<file path="config.mk">
export PLATFORM = sky130hd
export DESIGN_NAME = mux8way_rr_collector
export DESIGN_NICKNAME = d
export VERILOG_FILES = /design/src/rtl/mux8way_rr_collector_pkg.sv /design/src/rtl/mux8way_rr_collector_dmux8way.sv /design/src/rtl/mux8way_rr_collector_rr_pick8.sv /design/src/rtl/mux8way_rr_collector.sv
export SDC_FILE = /design/constraint.sdc
export NUM_CORES = 1
export LEC_CHECK = 0
export CAP_MARGIN = 20
export CORE_ASPECT_RATIO = 1.75
export CORE_MARGIN = 3
export CORE_UTILIZATION = 25
export CTS_CLUSTER_SIZE = 30
export DETAILED_ROUTE_END_ITERATION = 16
export DONT_BUFFER_PORTS = 1
export PLACE_DENSITY = 0.49
export REMOVE_ABC_BUFFERS = 1
export SLEW_MARGIN = 25
export SYNTH_ARGS = -nofsm -noshare
export SYNTH_HDL_FRONTEND = slang
export SYNTH_SLANG_ARGS = --single-unit
</file>
<file path="constraint.sdc">
create_clock -name clk -period 6.1 [get_ports clk]
set_input_delay 1.22 -clock clk [delete_from_list [all_inputs] [get_ports clk]]
set_output_delay 1.22 -clock clk [all_outputs]
set_load 0.01 [all_outputs]
</file>
<file path="src/rtl/mux8way_rr_collector_pkg.sv">
// Shared constants and helpers for the 8-lane mux/dmux family.
// Lane i occupies bits [lane_slice(i, width) +: width] of a packed lane bus.
package mux8way_rr_collector_pkg;

  localparam int LANES = 8;
  localparam int SEL_W = 3;

  function automatic int lane_slice(input int i, input int width);
    return i * width;
  endfunction

endpackage

</file>
<file path="src/rtl/mux8way_rr_collector_dmux8way.sv">
// 1-to-8 demultiplexer: routes 'in' onto output bit 'sel', all others low.
module DMux8Way (
  input  logic       in,
  input  logic [2:0] sel,
  output logic [7:0] out
);

  always_comb begin
    out      = '0;
    out[sel] = in;
  end

endmodule

</file>
<file path="src/rtl/mux8way_rr_collector_rr_pick8.sv">
// Combinational round-robin picker: first set request after 'last', wrapping mod 8.
module rr_pick8
  import mux8way_rr_collector_pkg::*;
(
  input  logic [LANES-1:0] req,
  input  logic [SEL_W-1:0] last,
  output logic             any,
  output logic [SEL_W-1:0] idx
);

  logic [2*LANES-1:0] dbl;
  logic [LANES-1:0]   rot;
  logic [SEL_W-1:0]   start;
  logic [SEL_W-1:0]   off;

  // Rotate the request vector so the lane just after 'last' sits at bit 0,
  // then take the lowest set bit; 3-bit arithmetic gives the mod-8 wrap.
  always_comb begin
    start = last + SEL_W'(1);
    dbl   = {req, req};
    rot   = dbl[start +: LANES];
    off   = '0;
    for (int j = LANES - 1; j >= 0; j--) begin
      if (rot[j]) off = SEL_W'(j);
    end
    idx = start + off;
    any = |req;
  end

endmodule

</file>
<file path="src/rtl/mux8way_rr_collector.sv">
// Merges 8 valid/ready lanes into one registered stream with round-robin
// arbitration; each output word is tagged with its source lane index.
module mux8way_rr_collector #(
  parameter int WIDTH = 16
) (
  input  logic               clk,
  input  logic               rst_n,
  input  logic [7:0]         in_valid,
  input  logic [8*WIDTH-1:0] in_data,
  output logic [7:0]         in_ready,
  output logic               out_valid,
  output logic [WIDTH-1:0]   out_data,
  output logic [2:0]         out_sel,
  input  logic               out_ready
);

  import mux8way_rr_collector_pkg::*;

  logic             load;
  logic             any;
  logic [SEL_W-1:0] idx;
  logic [SEL_W-1:0] last;

  assign load = !out_valid || out_ready;

  rr_pick8 u_pick (
    .req  (in_valid),
    .last (last),
    .any  (any),
    .idx  (idx)
  );

  DMux8Way u_grant (
    .in  (load & any),
    .sel (idx),
    .out (in_ready)
  );

  // The output register only moves when empty or being drained; data is
  // loaded solely from the granted lane so ungranted lanes never leak in.
  always_ff @(posedge clk or negedge rst_n) begin
    if (!rst_n) begin
      out_valid <= 1'b0;
      out_data  <= '0;
      out_sel   <= '0;
      last      <= SEL_W'(LANES - 1);
    end else if (load) begin
      if (any) begin
        out_valid <= 1'b1;
        out_data  <= in_data[lane_slice(int'(idx), WIDTH) +: WIDTH];
        out_sel   <= idx;
        last      <= idx;
      end else begin
        out_valid <= 1'b0;
      end
    end
  end

endmodule

</file>
==> flow_summary.yaml, run 1 <==
critical_path:
  max_stage_delay_ns: 0.82
  critPathLaunchType: "flop"
  required_ns: 4.88
  slowest_stage: "dfstp_2"
  path_max_fanout: 20
  path_class: "reg -> out"
  cp_cell_sequence: "ha_2, mux4_2, o221ai_1, a21oi_1, o31ai_1, nand3_1, a211oi_1, a31o_1, ha_2, fa_2, xnor2_1, o21ai_2, nand2_1, nor4_1, buf_4"
  cpMostUsedCell: "ha_2"
  end_kind: "primary output"
  cp.arrival_ns: 4.42
timing:
  fmax_ghz: 0.177
  setup_viol_count_final: 0
  tns_ns: 0
  hold_viol: 0
  worstMarginPinSlew_ns: 0.835
  skew_ns: 0.00337
  rsz0062_at_grt: "false"
  finalCritPeriodShare_pct: 92.4
  period_minus_slack_ns: 5.64
  holdWs_ns: 0.465
  final_max_slew_viol_count: 0
  maxSlewHeadroom_pct: 43.9
placement:
  place_hpwl_mm: 6.39
  port_buffers: 0
  gp_congestion: 0.778
  dp_cells: 354
yosys:
  synth_most_common_cell: "mux4_2"
  yosys-top-cells-area: "mux4_2, dfrtp_1, a31oi_1, o21ai_1, nor2_1"
  ys.flop_type: "dfrtp_1"
  avgSynthCellArea_um2: 10.2
  yosysWarnings: 0
  synth_common_cells: "mux4_2, nor2_1, nand2_1"
  synth_cell_types: 42
  synth-async-reset-ratio_pct: 100
  netlist.area_leader.share_pct: 32.8
  synth-seq-cells: 23
  synth-edff-count: 0
  ys_seq_area_share_pct: 23.4
  mappedNetlistArea_mm2: 0.00247
  syn-instance-count: 243
  synth_top_area_cell: "mux4_2"
grt:
  grt_max_degree: 37
  grt_pass1_vias: 2224
  antenna_found_initial: 0
  grt_pass1_wl_mm: 11.8
  gr-total-overflow: 0
  grt_util_all_layers_pct: 14.2
floorplanning:
  core_mm2: 0.00953
  start_util_pct: 26.0
  die_w_um: 81.2
  ios: 167
  fp-row-count: 47
  die_h_um: 138
  dieArea_mm2: 0.0112
outcome:
  status: "complete, no violations"
final_layout:
  final_cell_count_no_fill: 358
  antennaDiodeCount: 0
  area_delta_synth_final_pct: 8.35
  drive_above_1_share_pct: 26.3
  final_nets: 379
clock_network:
  htreeDepth: 1
  cts-root-buf: "clkbuf_16"
  hold_buffers: 0
  ctsResizeCount: 0
  path_clk_slew_ns: 0.07
  numCtsBuffers: 3
  cts_tree: "built"
  clock-sinks: 23
  insertion_delay_ns: 0.26
  clockBufferDepth: 2
  cts_setup_buffers: 0
job:
  drv_cap: 0
route:
  viasPerCell: 5.89
  drt_iter0_markers: 53
  ant_nets: 0
  wl_per_cell_um: 22.6
  drc: 0
  drt_first_pass_iters: 4
  routed-via-count: 2110
  routed_wl_mm: 8.11
worst_hold_path:
  hold_class: "reg -> reg"
[path summary, 6_finish.rpt]
kind | start | to | slack (ns) | cells after the start
hold reg to reg | last[1] | last[1] | 0.47 | 2
setup / recovery | last[0] | in_ready[4] | 0.46 | 15
setup reg to reg | last[0] | out_data[7] | 1.35 | 13
max in group asynchronous | rst_n | last[2] | 5.28 | 0
min in group asynchronous | rst_n | out_valid | 0.64 | 0
hold / removal | last[1] | last[1] | 0.47 | 2
[critical path: cells and delay by family, from the launching register on]
kind | cells | cell delay, ns
simple gates | 3 | 0.58
xor+xnor | 1 | 0.13
compound gates | 6 | 1.00
fa+ha+maj | 3 | 0.87
buf+inv | 1 | 0.17
flops | 1 | 0.82
mux | 1 | 0.58
[layout by cell type, fill, tap and decap left out, drive strengths merged]
| master | Yosys | routed |
|---|---|---|
| xor2 | 1 | 1 |
| o221ai | 2 | 2 |
| nand2 | 22 | 22 |
| a221oi | 1 | 1 |
| ha | 2 | 2 |
| nand3 | 19 | 19 |
| a21o | 1 | 1 |
| nor4 | 2 | 2 |
| a211o | 2 | 2 |
| o21a | 2 | 2 |
| inv | 2 | 2 |
| buf | 8 | 9 |
| fa | 1 | 1 |
| or4 | 2 | 2 |
| mux4 | 36 | 36 |
| dfstp | 3 | 3 |
| o22ai | 1 | 1 |
| nand2b | 1 | 1 |
| xnor2 | 3 | 3 |
| a211oi | 4 | 4 |
| mux2i | 6 | 6 |
| clkbuf | 12 | 4 |
| a31oi | 16 | 16 |
| a21oi | 7 | 7 |
| o31ai | 1 | 1 |
| o21ai | 27 | 27 |
| a2111oi | 4 | 4 |
| nor3 | 4 | 4 |
| mux2 | 1 | 1 |
| nor2b | 4 | 4 |
| a31o | 1 | 1 |
| dfrtp | 20 | 20 |
| nor2 | 25 | 25 |
[registers in the layout (all words and copies together), names as in the netlist]
signal and flops:
out_valid 1, last 3, out_data 16, out_sel 3
[routing by layer]
metal	share of wire, %	up-vias	global-route usage [%]
met4	2.0	0	5.26
met3	7.9	9	2.81
li1	-	956	-
met1	33	1036	15.0
met5	0	-	0
met2	57	109	26.9
[cell families (layout without fill, tap and decap cells)]
logic type               Yosys count  in the layout  synth area share, %
buffers and inverters             22             15                 4.45
adder cells (fa/ha/maj)            3              3                 1.82
AND/OR/NAND/NOR                   79             79                 15.1
AO/OA/AOI/OAI                     69             69                 18.2
XOR/XNOR                           4              4                 1.42
multiplexers                      43             43                 35.7
flip-flops                        23             23                 23.4
[area by class of cell]
| type | instances | area (um^2) |
|---|---|---|
| clock buffer | 4 | 78.8 |
| sequential | 23 | 579 |
| timing repair buffer | 9 | 67.6 |
| fill | 1033 | 6850 |
| tap | 122 | 153 |
| inverter | 2 | 7.51 |
| multi-input combinational | 198 | 1790 |
[stage by stage]
stage / cell area (um^2) / util [%] / setup WS, ns
final: 2680 / 28.1 / 0.461
after global routing: 2680 / 28.1 / 0.0670
after CTS: 2680 / 28.1 / 0.283
after detailed placement: 2600 / 27.3 / 0.568
after global placement: 2600 / 27.3 / 0.661
after floorplan: 2370 / - / 0.389
Power of run 1 is not shown: default switching activity piles up to over one toggle a cycle in this logic, so the estimate is an artifact.
==> run 2: changes to the inputs <==
CELL_PAD_IN_SITES_DETAIL_PLACEMENT = 2   (was not set)
CELL_PAD_IN_SITES_GLOBAL_PLACEMENT = 2   (was not set)
PLACE_DENSITY = 0.71   (was 0.49)
REMOVE_ABC_BUFFERS = not set   (was 1)
TNS_END_PERCENT = 100   (was not set)
==> run 2 against run 1 <==
Against the previous run: register-to-register slack improved by 0.05 ns; maximum frequency increased by 0.94%; final area increased by 0.70%; global-route usage increased by 2.1 points.
==> flow_summary.yaml, run 2 (synthesis gave the netlist of run 1 again) <==
critical_path:
  critical_path_buf_inv_count: 1
  critPathLaunchType: "flop"
  cp.arrival_ns: 4.37
  cpLargestDelayFamily: "compound AO/OA/AOI/OAI gates"
  path_class: "reg -> out"
  path_max_fanout: 20
  required_ns: 4.88
  slowest_stage: "dfstp_2"
  r2r_start: "last[0]"
  rrSetupSlack_ns: 1.40
  r2r_cells: 13
  r2r_end: "out_data[11]"
  end_kind: "primary output"
  max_stage_delay_ns: 0.85
  cp_cell_sequence: "ha_4, mux4_2, o221ai_1, a21oi_1, o31ai_1, nand3_1, a211oi_1, a31o_1, ha_2, fa_2, xnor2_1, o21ai_2, nand2_1, nor4_1, buf_4"
route:
  drt_iter0_markers: 34
  drc: 0
  viasPerCell: 6.04
  wl_per_cell_um: 26.0
  ant_nets: 0
  routed_wl_mm: 9.34
  drt_first_pass_iters: 4
  routed-via-count: 2169
floorplanning:
  die_w_um: 81.2
  fp-row-count: 47
  core_mm2: 0.00953
  dieArea_mm2: 0.0112
  ios: 167
  start_util_pct: 26.0
  die_h_um: 138
grt:
  gr-total-overflow: 0
  grt_util_all_layers_pct: 16.3
  grt_pass1_vias: 2518
  antenna_found_initial: 0
  grt_max_degree: 37
  grt_pass1_wl_mm: 13.6
timing:
  final_max_slew_viol_count: 0
  fmax_ghz: 0.179
  worstMarginPinSlew_ns: 0.935
  finalCritPeriodShare_pct: 91.6
  period_minus_slack_ns: 5.59
  tns_ns: 0
  setup_viol_count_final: 0
  rsz0062_at_grt: "false"
  maxSlewHeadroom_pct: 37.2
  skew_ns: 0.00424
  hold_viol: 0
clock_network:
  clock-sinks: 23
  htreeDepth: 1
  insertion_delay_ns: 0.27
  cts_setup_buffers: 0
  numCtsBuffers: 3
  path_clk_slew_ns: 0.07
  cts_tree: "built"
  clockBufferDepth: 2
  cts-root-buf: "clkbuf_16"
job:
  drv_cap: 0
outcome:
  status: "complete, no violations"
final_layout:
  fill_cells: 1085
  area_delta_synth_final_pct: 9.10
  final_nets: 380
  drive_above_1_share_pct: 27.0
  final_cell_mix: "mux4_2, nor2_1, nand2_1"
  reg.largest.list: "out_data: 16 flops, last: 3 flops, out_sel: 3 flops"
  antennaDiodeCount: 0
  largest_reg_flops: 16
  final_common_cell: "mux4_2"
  largest_register: "out_data"
worst_hold_path:
  hold_path_depth: 2
  hold_class: "reg -> reg"
  hold_end: "last[1]"
  hp-start: "last[1]"
placement:
  place_hpwl_mm: 7.66
  gp_congestion: 0.816
  port_buffers: 0
yosys:
  syn_nets: 385
==> run 2: how the worst max path moves through the flow <==
| stage | cells after the start | to | slack [ns] | from |
|---|---|---|---|---|
| floorplan | 12 | in_ready[4] | 0.81 | in_valid[4] |
| global placement | 15 | in_ready[4] | 0.71 | last[0] |
| detailed placement | 15 | in_ready[4] | 0.46 | last[0] |
| CTS | 15 | in_ready[4] | 0.14 | last[0] |
| global route | 14 | in_ready[4] | 0.15 | last[0] |
| finish | 15 | in_ready[4] | 0.51 | last[0] |
==> run 2: timing repair <==
item,CTS,global route
gates resized for setup,0,2
setup endpoints to repair,0,6
hold buffers,0,0
==> run 2: tightest hold or removal path: stages, from the launching register on <==
cell and delay, ns:
dfstp_2 0.39, nand2_1 0.06, nand2_1 0.05
==> run 2: area by class of cell <==
cell class	instances	area (um^2)	share of cell area (%)
repair buffers	10	75.1	2.78
clock buffers	3	75.1	2.78
clock inverters	1	5.00	0.185
flip-flops and latches	23	579	21.5
inverters	2	7.51	0.278
multi-input cells	198	1800	66.9
well taps	122	153	5.66
==> run 2: per-layer routing <==
layer  wire length (um)  part of all wire [%]  track usage, %
met1               2950                    32            15.5
met2               5480                    59            31.9
met3                613                   6.6            3.21
met4                292                   3.1            7.71
met5                  0                     0               0
==> run 2: per-stage QoR <==
step / area, um^2 / hold slack (ns) / worst slack, ns / cells / utilization [%]
6_report: 2700 / 0.489 / 0.514 / 359 / 28.3
5_1_grt: 2700 / 0.507 / 0.152 / 359 / 28.3
4_1_cts: 2690 / 0.484 / 0.145 / 359 / 28.2
3_5_place_dp: 2610 / 0.472 / 0.463 / 355 / 27.4
3_3_place_gp: 2610 / 0.466 / 0.709 / 355 / 27.4
2_1_floorplan: 2470 / 0.441 / 0.814 / 243 / -
Power of run 2 is left out for the same reason.
==> run 3: changes to the inputs <==
CORE_ASPECT_RATIO = 2   (was 1.75)
==> run 3 against run 2 <==
Against the previous run: core utilization increased by 0.24 points; setup slack worse by 0.19 ns; wire length shrank 4.3%; via count grew 0.60%; clock-buffer cell count unchanged; worst hold slack improved by 0.0078 ns; maximum frequency down 3.3%; non-clock buffer count up 1; die area rose by 0.22%; sequential cell count did not move; highest routed layer unchanged.
==> flow_summary.yaml, run 3 (synthesis gave the netlist of run 1 again) <==
worst_hold_path:
  hold_path_depth: 2
  hp-start: "last[1]"
  hold_class: "reg -> reg"
route:
  routed_wl_mm: 8.94
  wl_per_cell_um: 24.3
  routed-via-count: 2182
  ant_nets: 0
  drt_iter0_markers: 47
  drt_first_pass_iters: 4
  viasPerCell: 5.93
  drc: 0
timing:
  tns_ns: 0
  worstMarginPinSlew_ns: 0.942
  finalCritPeriodShare_pct: 94.7
  final_max_slew_viol_count: 0
  skew_ns: 0.00558
  setup_viol_count_final: 0
  period_minus_slack_ns: 5.77
  hold_viol: 0
  maxSlewHeadroom_pct: 36.8
  fmax_ghz: 0.173
  rsz0062_at_grt: "false"
floorplanning:
  start_util_pct: 26.0
  fp-row-count: 50
  die_h_um: 147
  core_mm2: 0.00951
  ios: 167
  die_w_um: 76.3
  dieArea_mm2: 0.0112
final_layout:
  multiInputGateArea_mm2: 0.00180
  largest_register: "out_data"
  final_common_cell: "mux4_2"
  final_nets: 381
  final_cell_mix: "mux4_2, nor2_1, nand2_1"
  ff_latch_area_um2: 579
  drive_above_1_share_pct: 27.3
  fill_cells: 1096
  antennaDiodeCount: 0
  reg.largest.list: "out_data: 16 flops, last: 3 flops, out_sel: 3 flops"
  largest_reg_flops: 16
  final_cell_count_no_fill: 368
  area_delta_synth_final_pct: 9.81
  design_area_mm2: 0.00272
critical_path:
  path_class: "reg -> out"
  critPathLaunchType: "flop"
  path_max_fanout: 26
  cp.arrival_ns: 4.55
  end_kind: "primary output"
  cp-startpoint: "last[0]"
  required_ns: 4.88
  r2r_start: "last[0]"
  r2r_cells: 13
clock_network:
  clockBufferDepth: 2
  insertion_delay_ns: 0.26
  clock-sinks: 23
  cts_tree: "built"
  cts-root-buf: "clkbuf_16"
  htreeDepth: 1
  numCtsBuffers: 3
  hold_buffers: 0
  path_clk_slew_ns: 0.07
outcome:
  status: "complete, no violations"
grt:
  grt_util_all_layers_pct: 15.5
  grt_pass1_vias: 2440
  antenna_found_initial: 0
  grt_max_degree: 37
  grt_pass1_wl_mm: 13.8
  gr-total-overflow: 0
yosys:
  syn_nets: 385
placement:
  place_hpwl_mm: 7.45
  dp_cells: 364
  placed_cell_area_mm2: 0.00262
  port_buffers: 0
  gp_congestion: 0.772
job:
  drv_cap: 0
## run 3: changes by cell type in the layout (fill, tap and decap cells not counted)
cell | before | now
buf_4 | 10 | 11
## run 3: area by class of cell
type / instances / share of cell area [%]
clock buffers: 3 / 2.76
clock inverters: 1 / 0.184
inverters: 2 / 0.276
multi-input cells: 198 / 66.4
flip-flops and latches: 23 / 21.3
well taps: 130 / 5.99
repair buffers: 11 / 3.04
## run 3: worst max-delay path, stage by stage, from the launching register on
cell and delay, ns:
dfstp_2 0.83, ha_4 0.34, mux4_2 0.57, o221ai_1 0.24, a21oi_1 0.08, o31ai_1 0.27, nand3_1 0.15, a211oi_1 0.25
a31o_1 0.14, ha_2 0.17, fa_2 0.42, buf_4 0.39, nand3_1 0.15, nor2_1 0.28
## run 3: timing repair
| action | 4_1_cts | 5_1_grt |
|---|---|---|
| setup buffers | 0 | 0 |
| gates resized for setup | 0 | 2 |
| endpoints found under the setup margin | 0 | 8 |
## run 3: routing by layer
metal	GRT usage [%]	wire length, um	up-vias	share of wire, %
met5	0	0	-	0
li1	-	-	958	-
met3	2.22	514	13	5.8
met1	16.4	3040	1105	34
met2	30.3	5140	106	57
met4	5.72	247	0	2.8
## run 3: stage by stage
stage	setup slack, ns	util [%]	hold slack, ns
2_1_floorplan	0.814	-	0.441
3_3_place_gp	0.600	27.6	0.469
3_5_place_dp	0.331	27.6	0.472
4_1_cts	0.0149	28.4	0.484
5_1_grt	0.00652	28.6	0.524
6_report	0.326	28.6	0.497
## run 3: worst paths after layout
check	to	slack [ns]
hold reg to reg	last[1]	0.50
max in group asynchronous	last[0]	5.28
setup / recovery	in_ready[7]	0.33
setup reg to reg	out_data[1]	1.41
hold / removal	last[1]	0.50
min in group asynchronous	out_sel[2]	0.64
Power of run 3 is left out for the same reason.
